## src/rtl/conv_pool_pkg.sv

```systemverilog
// Shared types and helpers for the binary-activation conv + max-pool engine.
package conv_pool_pkg;

  typedef enum logic [1:0] {
    IDLE,
    ACCUM,
    REDUCE,
    OUT
  } state_t;

  // Index width that never collapses to zero bits for a count of one.
  function automatic int idx_bits(input int n);
    return (n <= 1) ? 1 : $clog2(n);
  endfunction

  function automatic logic signed [31:0] sat_scale(
    input logic signed [31:0] v,
    input int                 shift,
    input int                 out_bits
  );
    logic signed [31:0] s;
    logic signed [31:0] hi;
    logic signed [31:0] lo;
    logic signed [31:0] r;
    s  = v >>> shift;
    hi = (32'sd1 <<< (out_bits - 1)) - 32'sd1;
    lo = -hi - 32'sd1;
    r  = s;
    if (s > hi) r = hi;
    if (s < lo) r = lo;
    return r;
  endfunction

endpackage

```

## src/rtl/conv_pool_engine_max_tree.sv

```systemverilog
// Signed max / argmax over COUNT packed values; lowest index wins ties.
module max_tree #(
  parameter int WIDTH    = 6,
  parameter int COUNT    = 9,
  parameter int IDX_BITS = 4
) (
  input  logic [COUNT*WIDTH-1:0] vals,
  output logic [WIDTH-1:0]       max_val,
  output logic [IDX_BITS-1:0]    max_idx
);

  always_comb begin
    max_val = vals[WIDTH-1:0];
    max_idx = '0;
    // Strict compare keeps the earlier index on equal values.
    for (int i = 1; i < COUNT; i++) begin
      if ($signed(vals[i*WIDTH +: WIDTH]) > $signed(max_val)) begin
        max_val = vals[i*WIDTH +: WIDTH];
        max_idx = IDX_BITS'(i);
      end
    end
  end

endmodule

```

## src/rtl/conv_pool_engine.sv

```systemverilog
// Binary-activation convolution over N_WIN windows followed by a
// scale/saturate/ReLU stage and a max-pool, delivered on valid/ready.
module conv_pool_engine
  import conv_pool_pkg::*;
#(
  parameter int N_WIN    = 9,
  parameter int K_TAPS   = 9,
  parameter int W_BITS   = 8,
  parameter int ACC_BITS = 12,
  parameter int OUT_BITS = 6,
  parameter int SHIFT    = 6
) (
  input  logic                       clk_i,
  input  logic                       rst,
  input  logic                       start_i,
  input  logic                       relu_en_i,
  input  logic [K_TAPS*W_BITS-1:0]   weight_i,
  output logic [idx_bits(K_TAPS)-1:0] tap_o,
  input  logic [N_WIN-1:0]           act_i,
  input  logic                       act_valid_i,
  output logic                       act_ready_o,
  output logic [OUT_BITS-1:0]        pool_o,
  output logic [idx_bits(N_WIN)-1:0] pool_win_o,
  output logic                       pool_valid_o,
  input  logic                       pool_ready_i,
  output logic                       busy_o
);

  localparam int TAP_BITS = idx_bits(K_TAPS);
  localparam int WIN_BITS = idx_bits(N_WIN);

  if (ACC_BITS < W_BITS + $clog2(K_TAPS)) begin : g_acc_chk
    $error("ACC_BITS too narrow for W_BITS and K_TAPS");
  end

  state_t state;
  state_t next;

  logic [TAP_BITS-1:0]        tap;
  logic signed [ACC_BITS-1:0] acc [N_WIN];
  logic signed [W_BITS-1:0]   wts [K_TAPS];
  logic                       relu;
  logic signed [W_BITS-1:0]   cur_w;
  logic                       last_tap;
  logic                       beat;
  logic                       take;

  logic [N_WIN*OUT_BITS-1:0] scaled;
  logic [OUT_BITS-1:0]       max_val;
  logic [WIN_BITS-1:0]       max_idx;

  assign tap_o    = tap;
  assign cur_w    = wts[tap];
  assign last_tap = (tap == TAP_BITS'(K_TAPS - 1));
  assign beat     = act_valid_i && act_ready_o;
  assign take     = (state == IDLE) && start_i;

  always_ff @(posedge clk_i or posedge rst) begin
    if (rst) state <= IDLE;
    else     state <= next;
  end

  always_comb begin
    next         = state;
    act_ready_o  = 1'b0;
    pool_valid_o = 1'b0;
    busy_o       = 1'b1;
    unique case (state)
      IDLE: begin
        busy_o = 1'b0;
        if (start_i) next = ACCUM;
      end
      ACCUM: begin
        act_ready_o = 1'b1;
        if (act_valid_i && last_tap) next = REDUCE;
      end
      REDUCE: next = OUT;
      OUT: begin
        pool_valid_o = 1'b1;
        if (pool_ready_i) next = IDLE;
      end
      default: next = IDLE;
    endcase
  end

  always_ff @(posedge clk_i or posedge rst) begin
    if (rst) begin
      tap        <= '0;
      relu       <= 1'b0;
      pool_o     <= '0;
      pool_win_o <= '0;
      for (int i = 0; i < N_WIN; i++) acc[i] <= '0;
      for (int t = 0; t < K_TAPS; t++) wts[t] <= '0;
    end else begin
      if (take) begin
        relu <= relu_en_i;
        tap  <= '0;
        for (int i = 0; i < N_WIN; i++) acc[i] <= '0;
        for (int t = 0; t < K_TAPS; t++)
          wts[t] <= weight_i[t*W_BITS +: W_BITS];
      end
      if (beat) begin
        for (int i = 0; i < N_WIN; i++)
          if (act_i[i]) acc[i] <= acc[i] + ACC_BITS'(cur_w);
        tap <= last_tap ? '0 : tap + TAP_BITS'(1);
      end
      if (state == REDUCE) begin
        pool_o     <= max_val;
        pool_win_o <= max_idx;
      end
    end
  end

  for (genvar i = 0; i < N_WIN; i++) begin : g_scale
    logic signed [31:0]         wide;
    logic signed [OUT_BITS-1:0] s;
    assign wide = {{(32-ACC_BITS){acc[i][ACC_BITS-1]}}, acc[i]};
    assign s    = OUT_BITS'(sat_scale(wide, SHIFT, OUT_BITS));
    assign scaled[i*OUT_BITS +: OUT_BITS] =
      (relu && s[OUT_BITS-1]) ? '0 : s;
  end

  max_tree #(
    .WIDTH   (OUT_BITS),
    .COUNT   (N_WIN),
    .IDX_BITS(WIN_BITS)
  ) u_max (
    .vals   (scaled),
    .max_val(max_val),
    .max_idx(max_idx)
  );

endmodule

```

## config.mk

```make
export PLATFORM = sky130hd
export DESIGN_NAME = conv_pool_engine
export DESIGN_NICKNAME = d
export VERILOG_FILES = /design/src/rtl/conv_pool_pkg.sv /design/src/rtl/conv_pool_engine_max_tree.sv /design/src/rtl/conv_pool_engine.sv
export SDC_FILE = /design/constraint.sdc
export NUM_CORES = 1
export LEC_CHECK = 0
export ABC_CLOCK_PERIOD_IN_PS = 17880
export CORE_UTILIZATION = 60
export CTS_BUF_LIST = sky130_fd_sc_hd__clkbuf_4 sky130_fd_sc_hd__clkbuf_8
export CTS_CLUSTER_DIAMETER = 80
export DETAILED_ROUTE_END_ITERATION = 6
export DONT_BUFFER_PORTS = 1
export PLACE_DENSITY_LB_ADDON = 0.15
export SKIP_CTS_REPAIR_TIMING = 1
export SLEW_MARGIN = 20
export SYNTH_ARGS = -nofsm -noshare
export SYNTH_HDL_FRONTEND = slang
export SYNTH_SLANG_ARGS = --single-unit
export TNS_END_PERCENT = 100
```

## constraint.sdc

```tcl
create_clock -name clk_i -period 17.88 [get_ports clk_i]
set_input_delay 3.576 -clock clk_i [delete_from_list [all_inputs] [get_ports clk_i]]
set_output_delay 3.576 -clock clk_i [all_outputs]
set_load 0.02 [all_outputs]
```

Word level (Yosys, flattened, before mapping)
Cells that the tools add are included.
{"block": "word_totals", "ff_bits": 197, "inputBits": 87, "out_inout_bits": 17, "elab_cells": 150}
{"block": "op_classes", "add_sub_neg": 10, "order_cmp": 27, "n_eq_ne": 7, "mux": 67, "n_bitwise": 1, "n_reduce_logical": 15}
{"op": "$mux 108", "count": 2}
{"op": "$mux 6", "count": 35}
{"op": "$add 12x8->12", "count": 9}
{"op": "$mux 12", "count": 9}
{"op": "$gt 6x6->1 const B", "count": 9}
{"op": "$lt 6x6->1 const B", "count": 9}
{"op": "$gt 6x6->1", "count": 8}
{"op": "$bmux 8 s4", "count": 1}
{"op": "$mux 4", "count": 4}
{"op": "$mux 8", "count": 2}
{"op": "$logic_and 1x1->1", "count": 12}
{"op": "$mux 3", "count": 4}
{"op": "$mux 2", "count": 5}
{"op": "$pmux 2 s4", "count": 1}
{"op": "$ne 2x2->1 const B", "count": 3}
{"op": "$ge 5x5->1 const B", "count": 1}
{"op": "$not 4->5", "count": 1}
{"op": "$add 4x1->4 const B", "count": 1}
{"op": "$eq 2x2->1 const B", "count": 2}
{"op": "$eq 4x4->1 const B", "count": 1}
{"op": "$mux 1", "count": 4}
{"op": "$reduce_and 3->1", "count": 1}
{"op": "$eq 2x1->1 const B", "count": 1}
{"op": "$logic_not 2->1", "count": 1}
{"op": "$reduce_bool 2->1", "count": 1}

Logic depth before layout (Yosys ltp)
Gate-level depths: netlist (run 1).
{"block": "logic_depth", "ltp_word": 21, "ltp_mapped": 67, "mapped_depth_nobuf": 61}

Hierarchy
From an unflattened synthesis (run 1), not the netlist that was laid out.
{"block": "unflattened", "cells_unflattened": 1777, "area_unflattened_um2": 15285.9}
{"mod": "conv_pool_engine", "instances": 1, "cells_each": 1408, "area_per_inst_um2": 12677.2, "seq_area_each_um2": 4929.7}
{"mod": "max_tree", "instances": 1, "cells_each": 369, "area_per_inst_um2": 2608.8, "seq_area_each_um2": 0.0}

Worst setup path before layout (run 1)
Ideal clock, no wire load.
{"block": "synth_timing", "path_type": "register to register", "start": "reg relu", "end": "reg pool_o[1]", "setup_time_ns": 0.088, "t_arrival_ns": 12.730, "t_required_ns": 17.792, "setup_slack_ns": 5.063, "stages_incl_launch_ff": 61, "path_buffers": 8, "synth_period_minus_slack_ns": 12.817, "path_cell_list": "dfrtp_1 > buf_2 > nand2b_1 > ha_1 > and4_1 > nand3_1 > buf_4 > nand3_1 > mux2i_1 > nor3_1 > ha_1 > a2111oi_2 > a21o_1 > buf_4 > clkbuf_1 > o21ai_0 > ha_1 > nand2_1 > [... 25 more ...] > clkbuf_1 > mux2i_1 > ha_1 > nor2b_1 > o21a_1 > o21bai_1 > a21oi_1 > nor2_1 > and2_0 > a21oi_1 > ha_1 > a21o_1 > a21oi_1 > o21ai_0 > a21oi_1 > nor4bb_1 > a222oi_1 > o211ai_1"}
{"block": "synth_between", "elab_chain_cells": 18, "elab_cells_between_ends": 34, "cone_classes": "order compare: 8; mux: 17; reduce/logical: 9"}
{"element": "from (decl)", "line_no": "conv_pool_engine.sv:42", "text": "logic relu;"}
{"element": "from (signal assigned)", "line_no": "conv_pool_engine.sv:96", "text": "relu <= relu_en_i;"}
{"element": "$logic_and 1x1->1", "line_no": "conv_pool_engine.sv:120", "text": "(relu && s[OUT_BITS-1]) ? '0 : s;"}
{"element": "$mux 6", "line_no": "conv_pool_engine.sv:120"}
{"element": "$gt 6x6->1", "line_no": "conv_pool_engine_max_tree.sv:17", "text": "if ($signed(vals[i*WIDTH +: WIDTH]) > $signed(max_val)) begin"}
{"element": "$mux 6", "line_no": "conv_pool_engine_max_tree.sv:17"}
{"element": "$gt 6x6->1", "line_no": "conv_pool_engine_max_tree.sv:17"}
{"element": "$mux 6", "line_no": "conv_pool_engine_max_tree.sv:17"}
{"element": "$gt 6x6->1", "line_no": "conv_pool_engine_max_tree.sv:17"}
{"element": "$mux 6", "line_no": "conv_pool_engine_max_tree.sv:17"}
{"element": "[... 2 more ...]"}
{"element": "$gt 6x6->1", "line_no": "conv_pool_engine_max_tree.sv:17"}
{"element": "$mux 6", "line_no": "conv_pool_engine_max_tree.sv:17"}
{"element": "$gt 6x6->1", "line_no": "conv_pool_engine_max_tree.sv:17"}
{"element": "$mux 6", "line_no": "conv_pool_engine_max_tree.sv:17"}
{"element": "$gt 6x6->1", "line_no": "conv_pool_engine_max_tree.sv:17"}
{"element": "$mux 6", "line_no": "conv_pool_engine_max_tree.sv:17"}
{"element": "$gt 6x6->1", "line_no": "conv_pool_engine_max_tree.sv:17"}
{"element": "$mux 6 *", "line_no": "conv_pool_engine_max_tree.sv:17"}
{"element": "to (signal assigned)", "line_no": "conv_pool_engine.sv:108", "text": "pool_o <= max_val;"}
{"element": "to (decl)", "line_no": "conv_pool_engine.sv:22", "text": "output logic [OUT_BITS-1:0] pool_o,"}
Every way passes the cells marked *; elsewhere a longest branch is shown, timed or not.
A chain may end at the register's enable or synchronous reset.

Worst setup path after layout (run 1)
Ends and elaborated chain as after synthesis.

==> tab_implementation.tex, run 1 <==
\begin{tabular}{lr}
\hline
Metric & Value \\
\hline
\multicolumn{2}{l}{\textbf{Outcome}} \\
\quad Result of the run & complete, no violations \\
\multicolumn{2}{l}{\textbf{Clock network}} \\
\quad Clock-pin transition on the worst setup and hold timing paths & between 0.1 and 0.15 ns \\
\quad Clock buffer count from CTS & 17 \\
\quad TritonCTS clock tree & done \\
\quad Max clock buf depth & 2 \\
\quad Clk sinks & 197 \\
\quad Number of H-tree levels & 4 \\
\quad Latest clock arrival within the worst-skew pair & approximately 0.50 ns \\
\quad Root cell of the clock tree & clkbuf\_8 \\
\multicolumn{2}{l}{\textbf{Floorplanning}} \\
\quad \# IOs & 104 \\
\quad Vertical die dimension & 158 um \\
\quad Standard cell core area & between 20000 and 25000 um\^{}2 \\
\quad Effective utilization at floorplan & 61.8\% \\
\quad Full die area & roughly 25000 um\^{}2 \\
\quad Cell Rows & between 50 and 60 \\
\quad Width of the chip & 158 um \\
\multicolumn{2}{l}{\textbf{STA}} \\
\quad Setup repair after global routing missed its margin & false \\
\quad Final setup fails & 0 \\
\quad Setup total negative slack & 0 ns \\
\quad Relative max-transition margin & a little under a third \\
\quad Transition time at the pin with the least slew margin & roughly 1.0 ns \\
\quad Final Max Tran Viols & 0 \\
\quad Maximum clock rate & about 0.065 GHz \\
\quad Final period utilization & a little under nine tenths \\
\quad Final hold viol count & 0 \\
\quad Layout Skew & 0.0223 ns \\
\quad Final Critical Period & $\sim$15 ns \\
\multicolumn{2}{l}{\textbf{Setup path}} \\
\quad Number of cell instances on the worst register-to-register path & 52 \\
\quad Maximum fanout along the worst path & 24 \\
\quad Worst Setup Start Kind & register \\
\quad Slowest cell delay on critical path & a little over 0.8 ns \\
\quad Arrival time of the worst setup path & between 15 and 20 ns \\
\quad Worst path most repeated cell & ha\_1 \\
\quad Type of destination of the critical path & register \\
\quad Worst setup path category & reg -> reg \\
\quad FF-to-FF Start & relu \\
\quad Setup slack on the worst flop-to-flop path & 2.58 ns \\
\quad Required @ worst endpoint & around 18 ns \\
\quad Critical R2R Capture & pool\_o[1] \\
\quad Standard cell with the maximum stage delay on the critical path & a21oi\_1 \\
\multicolumn{2}{l}{\textbf{Finish}} \\
\quad Syn-to-layout area delta & 5.11\% \\
\quad \# fillers & 1991 \\
\quad Layout Cells excl Fill & between 1500 and 2000 \\
\quad NumNets Final & about 1800 \\
\quad Combined flip-flop and latch cell area & just under 5000 um\^{}2 \\
\quad Area used by multi-input combinational logic & just over 9000 um\^{}2 \\
\quad Fraction of layout cells with a size suffix above 1 & between 9 and 10\% \\
\multicolumn{2}{l}{\textbf{Flow run}} \\
\quad Max-Cap Viols & 0 \\
\multicolumn{2}{l}{\textbf{Global route}} \\
\quad Global-route wire length before repair & roughly 56 mm \\
\quad Maximum number of pins on one net before global-route repair & approximately 140 \\
\quad Remaining global-route overflow & 0 \\
\quad Tot GR Track Use & 28.5\% \\
\quad Initial antenna violation count & 4 \\
\quad Via count of the first global-routing pass & 11100 \\
\multicolumn{2}{l}{\textbf{Worst hold path}} \\
\quad Hold Crit Start & wts[55] \\
\quad Class of the most critical hold timing path & reg -> reg \\
\quad Terminating pin of the worst hold path & wts[55] \\
\quad Number of cells on the worst hold path & 1 \\
\multicolumn{2}{l}{\textbf{Logic synthesis}} \\
\quad Top\_reg\_cell synth & dfrtp\_1 \\
\quad Share of synthesized cell area in and, or, nand and nor gates & approximately 18\% \\
\quad Post-synthesis sequential area ratio & around a third \\
\quad Net count of the mapped netlist & about 1800 \\
\quad Number of flops mapped to enable cells by yosys & 0 \\
\quad Unique masters post-synth & 64 \\
\quad Number of warning messages in the yosys log & 0 \\
\quad Fraction of synthesized area in multiplexers & under 10\% \\
\quad Synthesized area divided by synthesized cell count & 9.22 um\^{}2 \\
\quad Post-synthesis xor/xnor area fraction & 3.29\% \\
\quad Cell types occupying the most area after synthesis & dfrtp\_1, ha\_1, mux2\_2, nand3\_1, o21ai\_0 \\
\quad Combinational family with the most area after synthesis & compound AO/OA/AOI/OAI gates \\
\quad Leading area contributor after synthesis & dfrtp\_1 \\
\quad Share of the synthesized area in the top cell type & 33.7\% \\
\quad Synthesized cell area & 14600 um\^{}2 \\
\quad Flip-flop and latch count after synthesis & 197 \\
\quad Share of async-settable or async-resettable flops after synthesis & 100\% \\
\quad Fraction of the mapped netlist area in adder cells & between 10 and 15\% \\
\quad Post-Synthesis Cells & approximately 1600 \\
\quad Synth Area in Compound Gates & between 15 and 20\% \\
\multicolumn{2}{l}{\textbf{Route}} \\
\quad Initial DRC Count & about 670 \\
\quad Number of nets still failing antenna checks after routing & 0 \\
\quad Via Count & approximately 12000 \\
\quad Average wire per cell in the routed design & roughly 18 um \\
\quad Post-detailed-routing wire length & about 34 mm \\
\quad Mean number of vias per cell & 6.14 \\
\quad Post-route DRC & 0 \\
\quad Initial DRT Pass Iterations & 5 \\
\multicolumn{2}{l}{\textbf{Placed design}} \\
\quad Count of port buffers added during placement & 0 \\
\quad Final HPWL from detailed placement & $\sim$24 mm \\
\quad Number of cells after detailed placement & 1858 \\
\quad Final Wtd Congestion & approximately 0.92 \\
\hline
\end{tabular}
==> flip-flops by register name, summed over array words and instances, names as in the netlist <==
signal and cells:
tap_o 4, acc 108, state 2, pool_o 6
pool_win_o 4, wts 72, relu 1
==> layer usage <==
layer	vias to the layer above	share of wire, %	global-route usage, %
met2	267	45	45.4
met4	2	1.7	7.46
met1	5519	47	38.7
met5	-	0.047	0
li1	5785	-	-
met3	50	6.2	6.98
==> worst max-delay path, delay by kind of cell (launching register included) <==
family / cells / cell delay [ns]
AOI/OAI and AO/OA: 29 / 7.95
buffers and inverters: 2 / 0.35
DFF: 1 / 0.74
muxes: 2 / 0.39
and+or+nand+nor: 11 / 3.05
adders and majority gates: 8 / 2.76
==> stage by stage <==
stage / hold slack [ns] / utilization [%] / worst slack, ns / area [um^2]
after global placement: 0.484 / 63.0 / 2.87 / 14900
after global routing: 0.532 / 65.0 / 1.22 / 15400
final: 0.516 / 65.0 / 2.58 / 15400
after CTS: 0.516 / 64.9 / 2.47 / 15400
after floorplan: 0.474 / - / 5.06 / 14600
after detailed placement: 0.488 / 63.0 / 2.46 / 14900
==> worst max path at each step <==
stage / end / slack [ns] / cells past startpoint / start
3_3_place_gp: pool_o[3] / 2.87 / 52 / relu
6_report: pool_o[1] / 2.58 / 52 / relu
5_1_grt: pool_o[4] / 1.22 / 51 / relu
2_1_floorplan: pool_o[1] / 5.06 / 60 / relu
3_5_place_dp: pool_o[2] / 2.46 / 52 / relu
4_1_cts: pool_o[2] / 2.47 / 52 / relu
==> synthesized netlist by cell type, drive strengths merged (33+ instances only) <==
master / instances
and2: 37
o21a: 33
o31ai: 34
nand2: 131
ha: 154
xor2: 42
mux2: 74
nor3: 44
clkbuf: 49
o21ai: 134
inv: 75
nor2: 82
nand3: 142
a21oi: 63
dfrtp: 197
==> cell usage in the layout (no fill, tap or decap), drive strengths merged, types with 44 or more instances in the layout <==
cell and count:
inv 81, a21oi 63, nor3 44, nor2 82
nand3 142, dfrtp 197, mux2 74, o21ai 134
ha 154, nand2 131
==> logic make-up (layout without fill, tap and decap cells) <==
logic type / Yosys count / count (layout)
AOI/OAI and AO/OA: 390 / 390
xor gates and xnor gates: 55 / 55
adders and majority gates: 163 / 163
buffers and inverters: 139 / 122
DFF: 197 / 197
muxes: 115 / 115
other: 0 / 2
and+or+nand+nor: 529 / 529
==> final cells by class <==
class | count | area share [%]
Antenna cell | 2 | 0.0325
Clock buffer | 17 | 1.52
Tap cell | 319 | 2.59
Sequential cell | 197 | 32.0
Clock inverter | 15 | 1.46
Timing Repair Buffer | 15 | 0.732
Inverter | 75 | 1.88
Multi-Input combinational cell | 1252 | 59.7
Power of run 1 is left out: the tool's default activity adds up to more than one toggle a clock period on the data nets, which glitch-free logic cannot reach.
==> run 2, diff against run 1 <==
--- a/config.mk
+++ b/config.mk
@@ -6,6 +6,7 @@
 export NUM_CORES = 1
 export LEC_CHECK = 0
 export ABC_CLOCK_PERIOD_IN_PS = 17880
+export CORE_MARGIN = 3
 export CORE_UTILIZATION = 60
 export CTS_BUF_LIST = sky130_fd_sc_hd__clkbuf_4 sky130_fd_sc_hd__clkbuf_8
 export CTS_CLUSTER_DIAMETER = 80
==> run 2 against run 1 <==
Fmax decreased by 1.7%; global-route usage shrank 2.1 points; register-to-register slack got worse by 0.27 ns; final cell count is 0.16% lower; critical endpoint unchanged; highest routed layer unchanged.
==> tab_implementation.tex, run 2 (synthesis results as in run 1) <==
\begin{tabular}{lr}
\hline
Metric & Value \\
\hline
\multicolumn{2}{l}{\textbf{Outcome}} \\
\quad Result of the run & complete, no violations \\
\multicolumn{2}{l}{\textbf{Global route}} \\
\quad Global-route wire length before repair & around 57 mm \\
\quad Initial antenna violation count & 4 \\
\quad Remaining global-route overflow & 0 \\
\quad Tot GR Track Use & 26.4\% \\
\quad Via count of the first global-routing pass & roughly 11000 \\
\quad Maximum number of pins on one net before global-route repair & $\sim$150 \\
\multicolumn{2}{l}{\textbf{STA}} \\
\quad Setup total negative slack & 0 ns \\
\quad Final Critical Period & 15.57 ns \\
\quad Final setup fails & 0 \\
\quad Layout Skew & between 0.04 and 0.05 ns \\
\quad PnR worst setup slack & 2.31 ns \\
\quad Maximum clock rate & about 0.064 GHz \\
\quad Final period utilization & just under 90\% \\
\quad Transition time at the pin with the least slew margin & between 0.9 and 1 ns \\
\quad Final Max Tran Viols & 0 \\
\quad Final hold viol count & 0 \\
\quad Setup repair after global routing missed its margin & false \\
\quad Relative max-transition margin & between 30\% and 40\% \\
\multicolumn{2}{l}{\textbf{Floorplanning}} \\
\quad Full die area & 26300 um\^{}2 \\
\quad Width of the chip & between 150 and 200 um \\
\quad Effective utilization at floorplan & between 60\% and 70\% \\
\quad Vertical die dimension & 162 um \\
\quad \# IOs & between 100 and 150 \\
\quad Standard cell core area & roughly 24000 um\^{}2 \\
\quad Cell Rows & 56 \\
\multicolumn{2}{l}{\textbf{Clock network}} \\
\quad Clk sinks & just under 200 \\
\quad TritonCTS clock tree & done \\
\quad Root cell of the clock tree & clkbuf\_8 \\
\quad Clock buffer count from CTS & 17 \\
\quad Number of H-tree levels & 4 \\
\quad Max clock buf depth & 2 \\
\quad Latest clock arrival within the worst-skew pair & $\sim$0.50 ns \\
\quad Clock-pin transition on the worst setup and hold timing paths & 0.12 ns \\
\multicolumn{2}{l}{\textbf{Route}} \\
\quad Average wire per cell in the routed design & between 15 and 20 um \\
\quad Post-detailed-routing wire length & approximately 34 mm \\
\quad Initial DRT Pass Iterations & 6 \\
\quad Number of nets still failing antenna checks after routing & 0 \\
\quad Via Count & roughly 12000 \\
\quad Initial DRC Count & about 840 \\
\quad Post-route DRC & 0 \\
\quad Mean number of vias per cell & roughly 6.2 \\
\multicolumn{2}{l}{\textbf{Finish}} \\
\quad Diode count & 0 \\
\quad Post-route cell area & between 15000 and 20000 um\^{}2 \\
\quad Register with the highest flop count & acc \\
\quad NumNets Final & about 1800 \\
\quad Syn-to-layout area delta & 4.83\% \\
\quad Commonest cells after routing, fill and taps aside & dfrtp\_1, ha\_1, nand3\_1, nand2\_1, o21ai\_0 \\
\quad Fraction of layout cells with a size suffix above 1 & under 10\% \\
\quad Largest register FFs & between 100 and 150 \\
\quad Most common cell after layout, fill and taps aside & dfrtp\_1 \\
\quad Top Registers & acc: 108 flops, wts: 72 flops, pool\_o: 6 flops \\
\multicolumn{2}{l}{\textbf{Placed design}} \\
\quad Total placed instance area & 14900 um\^{}2 \\
\quad Pre-CTS WS & about 2.4 ns \\
\quad Final HPWL from detailed placement & 24.5 mm \\
\quad Count of port buffers added during placement & 0 \\
\quad Final Wtd Congestion & 0.940 \\
\multicolumn{2}{l}{\textbf{Setup path}} \\
\quad Buffering stage count on the worst path with inverters included & 2 \\
\quad Worst path most repeated cell & ha\_1 \\
\quad Arrival time of the worst setup path & between 15 and 20 ns \\
\quad Worst Setup Start Kind & register \\
\quad Maximum fanout along the worst path & 24 \\
\quad Standard cell with the maximum stage delay on the critical path & a21oi\_1 \\
\quad Type of destination of the critical path & register \\
\quad Slowest cell delay on critical path & approximately 0.83 ns \\
\quad Worst setup path category & reg -> reg \\
\quad Required @ worst endpoint & between 15 and 20 ns \\
\quad Crit-path leading delay family & compound AO/OA/AOI/OAI gates \\
\multicolumn{2}{l}{\textbf{Worst hold path}} \\
\quad Class of the most critical hold timing path & reg -> reg \\
\multicolumn{2}{l}{\textbf{Flow run}} \\
\quad Max-Cap Viols & 0 \\
\hline
\end{tabular}
## run 2: cell types whose count changed in the layout (fill, tap and decap cells not counted), sizes merged
cell	delta
inv	+2
clkinvlp	-1
bufinv	-1
diode	-2
buf	-1
## run 2: worst reg2reg max path, delay by kind of cell, from the launching register on
kind,cells,cell delay [ns]
AO/OA/AOI/OAI,29,8.10
AND/OR/NAND/NOR,12,3.20
adder cells (fa/ha/maj),8,2.72
flip-flops,1,0.75
multiplexers,2,0.40
buffers and inverters,2,0.35
## run 2: layout make-up
class                      count  area, um^2
tap                          319         399
multi-input combinational   1252        9200
clock buffer                  17         234
inverter                      75         289
fill                        1962        8410
sequential                   197        4930
clock inverter                15         191
timing repair buffer          14         105
## run 2: metrics by stage
stage | utilization [%] | std cells | hold slack [ns]
floorplan | - | 1588 | 0.474
global placement | 62.8 | 1857 | 0.482
detailed placement | 62.8 | 1857 | 0.488
CTS | 64.6 | 1889 | 0.517
global route | 64.6 | 1889 | 0.525
finish | 64.6 | 1889 | 0.514
## run 2: final timing paths
path	from	endpoint	slack [ns]	cells past startpoint
worst max-delay path	relu	pool_o[1]	2.31	53
worst min-delay path	acc[72]	acc[72]	0.51	2
worst min register to register	acc[72]	acc[72]	0.51	2
min in group asynchronous	rst	acc[86]	3.15	1
worst max register to register	relu	pool_o[1]	2.31	53
max in group asynchronous	rst	acc[21]	13.43	2
## run 2: per-layer routing
layer  global-route usage (%)  share of wire (%)
met1                     36.1                 46
met2                     42.1                 45
met3                     6.12                7.1
met4                     8.38                2.4
met5                        0               0.14
Power of run 2 is left out for the same reason.
